## src/rtl/pipe_stage_skid.sv

```systemverilog
// Pipeline stage register with a 2-entry skid buffer and synchronous flush.
// in_ready depends only on stored state; an empty stage always presents NOP_CTRL.
module pipe_stage_skid #(
   parameter int                 CTRL_W   = 10,
   parameter int                 DATA_W   = 128,
   parameter logic [CTRL_W-1:0]  NOP_CTRL = {CTRL_W{1'b0}}
) (
   input  logic              clk,
   input  logic              rst,
   input  logic              in_valid,
   output logic              in_ready,
   input  logic [CTRL_W-1:0] in_ctrl,
   input  logic [DATA_W-1:0] in_data,
   output logic              out_valid,
   input  logic              out_ready,
   output logic [CTRL_W-1:0] out_ctrl,
   output logic [DATA_W-1:0] out_data,
   input  logic              flush,
   output logic [1:0]        occupancy
);

   // State encoding is {main_v, skid_v}, so the valid bits fall straight out of it.
   typedef enum logic [1:0] {
      EMPTY = 2'b00,
      ONE   = 2'b10,
      FULL  = 2'b11
   } state_t;

   state_t state, state_next;

   logic              main_v, skid_v;
   logic              accept, consume;
   logic              load_main_in, load_main_skid, load_skid, clear_main;
   logic [CTRL_W-1:0] main_ctrl, skid_ctrl;
   logic [DATA_W-1:0] main_data, skid_data;

   assign main_v    = state[1];
   assign skid_v    = state[0];
   assign in_ready  = ~skid_v;
   assign out_valid = main_v;
   assign accept    = in_valid & in_ready;
   assign consume   = main_v & out_ready;
   assign occupancy = {1'b0, main_v} + {1'b0, skid_v};
   assign out_ctrl  = main_ctrl;
   assign out_data  = main_data;

   always_comb begin
      state_next     = state;
      load_main_in   = 1'b0;
      load_main_skid = 1'b0;
      load_skid      = 1'b0;
      clear_main     = 1'b0;
      if (flush) begin
         state_next = EMPTY;
         clear_main = 1'b1;
      end else begin
         case (state)
            EMPTY: begin
               if (accept) begin
                  load_main_in = 1'b1;
                  state_next   = ONE;
               end
            end
            ONE: begin
               if (accept && consume) begin
                  load_main_in = 1'b1;
               end else if (consume) begin
                  clear_main = 1'b1;
                  state_next = EMPTY;
               end else if (accept) begin
                  load_skid  = 1'b1;
                  state_next = FULL;
               end
            end
            FULL: begin
               if (consume) begin
                  load_main_skid = 1'b1;
                  state_next     = ONE;
               end
            end
            default: begin
               state_next = EMPTY;
               clear_main = 1'b1;
            end
         endcase
      end
   end

   always_ff @(posedge clk or negedge rst) begin
      if (!rst) begin
         state <= EMPTY;
      end else begin
         state <= state_next;
      end
   end

   // Clearing main only forces the control field; data is left as-is on drain and flush.
   always_ff @(posedge clk or negedge rst) begin
      if (!rst) begin
         main_ctrl <= NOP_CTRL;
         main_data <= '0;
         skid_ctrl <= '0;
         skid_data <= '0;
      end else begin
         if (clear_main) begin
            main_ctrl <= NOP_CTRL;
         end else if (load_main_in) begin
            main_ctrl <= in_ctrl;
            main_data <= in_data;
         end else if (load_main_skid) begin
            main_ctrl <= skid_ctrl;
            main_data <= skid_data;
         end
         if (load_skid) begin
            skid_ctrl <= in_ctrl;
            skid_data <= in_data;
         end
      end
   end

endmodule

```

## config.mk

```make
export PLATFORM = sky130hd
export DESIGN_NAME = pipe_stage_skid
export DESIGN_NICKNAME = d
export VERILOG_FILES = /design/src/rtl/pipe_stage_skid.sv
export SDC_FILE = /design/constraint.sdc
export NUM_CORES = 1
export LEC_CHECK = 0
export CORE_MARGIN = 8
export CORE_UTILIZATION = 50
export CTS_CLUSTER_DIAMETER = 150
export DETAILED_ROUTE_END_ITERATION = 8
export PLACE_DENSITY = 0.79
export SLEW_MARGIN = 20
export SYNTH_ARGS = -nofsm -noshare
export SYNTH_HDL_FRONTEND = slang
export SYNTH_SLANG_ARGS = --single-unit
```

## constraint.sdc

```tcl
create_clock -name clk -period 3.95 [get_ports clk]
set_input_delay 0.79 -clock clk [delete_from_list [all_inputs] [get_ports clk]]
set_output_delay 0.79 -clock clk [all_outputs]
set_load 0.03 [all_outputs]
```

# ---- After elaboration in Yosys (flattened, before gate mapping)
# Index checks and enable logic that the tools add are counted.
dict set report word_totals {
  register_bits 278
  latch_bits 0
  ramBits 0
  romBits 0
  input_bits 143
  out_inout_bits 142
  elab_cells 49
  n_memories 0
}
dict set report classes {
  n_addsub 1
  n_mul 0
  div_mod_pow 0
  order_cmp 0
  n_eq_ne 6
  shifts 0
  n_mux 26
  bitwise_logic 4
  reduce_logical 7
}
# operator n
set op_table {}
lappend op_table {{$mux W128} 2}
lappend op_table {{$mux W10} 3}
lappend op_table {{$mux W1} 12}
lappend op_table {{$mux W2} 6}
lappend op_table {{$ne A3 B3 Y1 const B} 3}
lappend op_table {{$pmux W2 S3} 1}
lappend op_table {{$eq A2 B2 Y1 const B} 2}
lappend op_table {{$ne A4 B4 Y1 const B} 1}
lappend op_table {{$pmux W1 S2} 2}
lappend op_table {{$reduce_and A4 Y1} 1}
lappend op_table {{$reduce_bool A3 Y1} 1}
lappend op_table {{$add A1 B1 Y2} 1}
lappend op_table {{$and A1 B1 Y1} 2}
lappend op_table {{$logic_not A2 Y1} 1}
lappend op_table {{$not A1 Y1} 2}
lappend op_table {{$reduce_and A2 Y1} 1}
lappend op_table {{$reduce_bool A2 Y1} 1}
lappend op_table {{$reduce_or A2 Y1} 1}
lappend op_table {{$logic_and A1 B1 Y1} 1}

# ---- Depth between registers and ports, before layout
dict set report depth {
  ltp_word 8
  mapped_depth 8
  depth_no_buf 6
}

# ---- Worst setup path before layout
# Ideal clock, no wire load.
dict set report synth_timing {
  path_kind {reg-to-reg}
  startpoint {register state[0]}
  endpoint {register main_data[113], in the netlist out_data[113]}
  setup_ns 0.125
  arrival_ns 2.338
  required_time_ns 3.825
  setup_slack_ns 1.487
  stages_incl_launch_ff 8
  path_buffers 1
  period_less_slack_ns 2.463
  path_cell_list {dfrtp_1 inv_1 ha_1 and3_1 o21ai_2 clkbuf_1 mux2_2 mux2_2}
}
dict set report synth_between {
  elab_chain_cells 8
  word_cells_on_any_way 20
  cone_classes {eq/ne: 2; mux: 10; bitwise: 3; reduce/logical: 5}
}
# item line_no
set synth_lines {}
lappend synth_lines {{start: declaration} 29} ;# state_t state, state_next;
lappend synth_lines {{start signal: assignment} 93} ;# state <= state_next;
lappend synth_lines {{$not A1 Y1 *} 39} ;# assign in_ready = ~skid_v;
lappend synth_lines {{net in_ready} 11} ;# output logic in_ready,
lappend synth_lines {{$and A1 B1 Y1 *} 41} ;# assign accept = in_valid & in_ready;
lappend synth_lines {{$logic_and A1 B1 Y1} 65} ;# if (accept && consume) begin
lappend synth_lines {{$mux W1} 65}
lappend synth_lines {{$pmux W1 S2} 57} ;# case (state)
lappend synth_lines {{$mux W1} 53} ;# if (flush) begin
lappend synth_lines {{$reduce_bool A2 Y1 (no line) or $not A1 Y1 (tied branches)} n/a}
lappend synth_lines {{$reduce_and A2 Y1 (no line)} n/a}
lappend synth_lines {{end signal: assignment} 109} ;# main_data <= in_data;
lappend synth_lines {{end signal: assignment} 112} ;# main_data <= skid_data;
lappend synth_lines {{end: declaration} 35} ;# logic [DATA_W-1:0] main_data, skid_data;
# The timed path passes the listed nets; every way through them passes the cells marked *.
# A chain may end at the register's enable or synchronous reset.

# ---- Worst setup path in the final report
dict set report layout_timing {
  startpoint {register state[0]}
  endpoint {output occupancy[0]}
}
dict set report layout_between {
  elab_chain_cells 1
}
# item line_no
set layout_lines {}
lappend layout_lines {{$add A1 B1 Y2} 43} ;# assign occupancy = {1'b0, main_v} + {1'b0, skid_v};
lappend layout_lines {{end: declaration} 19} ;# output logic [1:0] occupancy
# No other way between the ends.

==> reports/results.tsv <==
metric	value	unit
die_x	175	microns
yosys.area.top_type	dfrtp_1	
slowest_stage	clkdlybuf4s50_1	
rsz0062_at_grt	no	
worst_pin_slew	0.865	ns
p_leak	7.22	nW
syn_to_final_growth	31.6	%
grt_pass1_wl	45.5	mm
slew_viol_final	0	
fillers	1800	
dp_hpwl	18.9	mm
drtIter0Drc	334	
crit_path_end_kind	output port	
yosysWarningCount	0	
coreArea	25000	sq um
drv_cap	0	
layout_min_cycle_time	3.00	ns
holdBufCountCts	0	
max-slew-margin-rel	0.423	
die_area	30600	sq um
viasPerCell	5.21	
drc	0	
ant_nets	0	
clkSinkCount	278	
ios	285	
wirelength	28.3	mm
rr_startpoint	state[0]	
nets	1196	
tritoncts	done	
yosysTopAreaCellShare	0.551	
fmax	333	MHz
port_buffers	284	
ys_seq_area_frac	0.551	
std_cell_rows	58	
synth_nets	914	
period_share	0.760	
path_cells	inv_1 -> ha_1 -> clkdlybuf4s50_1	
root_buffer	clkbuf_16	
syn_inst	767	
clock_latency	0.53	ns
cts_resized	0	
layout-drive-gt1-share	0.435	
layout_setup_ws	0.949	ns
worstHoldPathType	in -> async	
worstPathRequired	3.16	ns
pre_cts_slack	0.698	ns
p_total	0.0137	W
cts_buffer_depth	3	
cp_max_fo	8	
slowest_delay	0.68	ns
synth-seq-cells	278	
hold_viol	0	
wl_per_cell	20.2	microns
rr_worst_depth	7	
rr_endpoint	out_data[60]	
start_util	0.506	
overflow	0	
fin_skew	0.00867	ns
first_pass_iters	4	
startpoint	state[0]	
crit_end	occupancy[0]	
p_per_area	826	nW/um^2
tns	0	ns
status	finished, final reports clean	
cp-start-kind	register	
r2r_setup_slack	1.05	ns
num_vias	7296	
grtUsageTotal	0.181	
setup_viol	0	
grt_pass1_vias	8059	
die_h	175	microns
ys_top_cells_by_area	dfrtp_1 55%, mux2_2 27%, mux2_4 12%	
htree_levels	1	
ys_types	28	
cts_made_buffers	30	
grt_start_max_net_pins	139	
critPathKind	reg -> out	
max-vdd-ir-drop	0.468	mV
post_cts_buffers	0	
arrival	2.21	ns
clk_pin_slew	0.06	ns
avgSynthCellArea	16.5	sq um
place.gp.congestion	0.792	
antenna_found_initial	3	
syn_area	12600	sq um
[power breakdown]
group          internal [W]  leakage [nW]  total, W  switching (W)
clock               0.00163         0.469   0.00272        0.00109
sequential          0.00422          3.40   0.00496       0.000740
combinational       0.00334          3.35   0.00605        0.00271
total               0.00919          7.22    0.0137        0.00454
[placed cells by master, fill, tap and decap left out, types with 2 or more instances in the layout]
| cell | instances |
|---|---|
| nand2_1 | 4 |
| clkdlybuf4s50_1 | 283 |
| clkinvlp_4 | 2 |
| ha_1 | 4 |
| inv_1 | 3 |
| dfrtp_1 | 278 |
| a22o_1 | 10 |
| clkinv_2 | 3 |
| buf_4 | 5 |
| mux2_4 | 100 |
| clkbuf_8 | 7 |
| buf_12 | 6 |
| clkbuf_16 | 31 |
| o21ai_0 | 3 |
| clkbuf_1 | 9 |
| mux2_2 | 304 |
[state kept, by name, indices dropped and copies added, names as in the netlist]
| register | count |
|---|---|
| skid_ctrl | 10 |
| skid_data | 128 |
| out_data | 128 |
| out_ctrl | 10 |
| state | 2 |
[worst max-delay path: cells and delay by family (launching register included)]
kind	cells	cell delay, ns
adder cells (fa/ha/maj)	1	0.33
buffers and inverters	2	0.84
flip-flops	1	0.50
[metal layers]
layer  GRT usage  wire [microns]  part of all wire  vias up
li1            -               -                 -     3347
met1       0.238           12400              0.44     3689
met2       0.282           12800              0.45      215
met3      0.0641            2440             0.086       41
met4      0.0431             617             0.022        4
met5           0              19           0.00067        -
[worst min-delay path by stage]
stage | from | endpoint | slack, ns
floorplan | skid_data[100] | skid_data[100] | 0.47
global placement | skid_data[70] | skid_data[70] | 0.48
detailed placement | skid_data[89] | skid_data[89] | 0.49
CTS | rst | out_data[57] | 0.31
global route | rst | out_data[57] | 0.33
finish | rst | out_data[57] | 0.29
[logic make-up after synthesis]
group,share of synthesized area
adder cells (fa/ha/maj),0.00396
flip-flops,0.551
buffers and inverters,0.0336
AND/OR/NAND/NOR,0.00516
multiplexers,0.390
AO/OA/AOI/OAI,0.0162
[cells in the mapped netlist]
| master | count |
|---|---|
| a21o_1 | 1 |
| o211ai_1 | 1 |
| and3_1 | 1 |
| buf_8 | 10 |
| o21ai_0 | 3 |
| o21ai_2 | 1 |
| buf_6 | 14 |
| a221oi_4 | 1 |
| nor3b_4 | 1 |
| mux2_4 | 100 |
| o41ai_1 | 1 |
| a21boi_0 | 1 |
| ha_1 | 4 |
| clkbuf_1 | 4 |
| a22o_1 | 10 |
| dfrtp_1 | 278 |
| inv_1 | 3 |
| nand4b_1 | 1 |
| nor2b_1 | 1 |
| mux2_2 | 304 |
| a211o_1 | 1 |
| a21oi_1 | 1 |
| a211oi_2 | 1 |
| nand2b_1 | 1 |
| buf_4 | 2 |
| buf_2 | 15 |
| nand2_1 | 5 |
| a32oi_1 | 1 |
[cell type report]
cell class                 instances  area [sq um]  share of cell area
antenna                            1          2.50            0.000151
sequential                       278          6960               0.419
clock inverter                     6          60.1             0.00362
tap                              330           413              0.0249
multi-input combinational        441          5260               0.317
timing repair buffer             295          3010               0.181
inverter                           3          11.3            0.000678
clock buffer                      47           906              0.0545
[metrics by stage]
step                      utilization  instances  hold slack, ns  area [sq um]
after global routing            0.665       1401           0.331         16600
final                           0.665       1401           0.291         16600
after global placement          0.627       1347           0.480         15600
after CTS                       0.665       1400           0.309         16600
after detailed placement        0.627       1347           0.487         15600
after floorplan                     -        767           0.474         12600
Power figures use the tool's default switching activity.
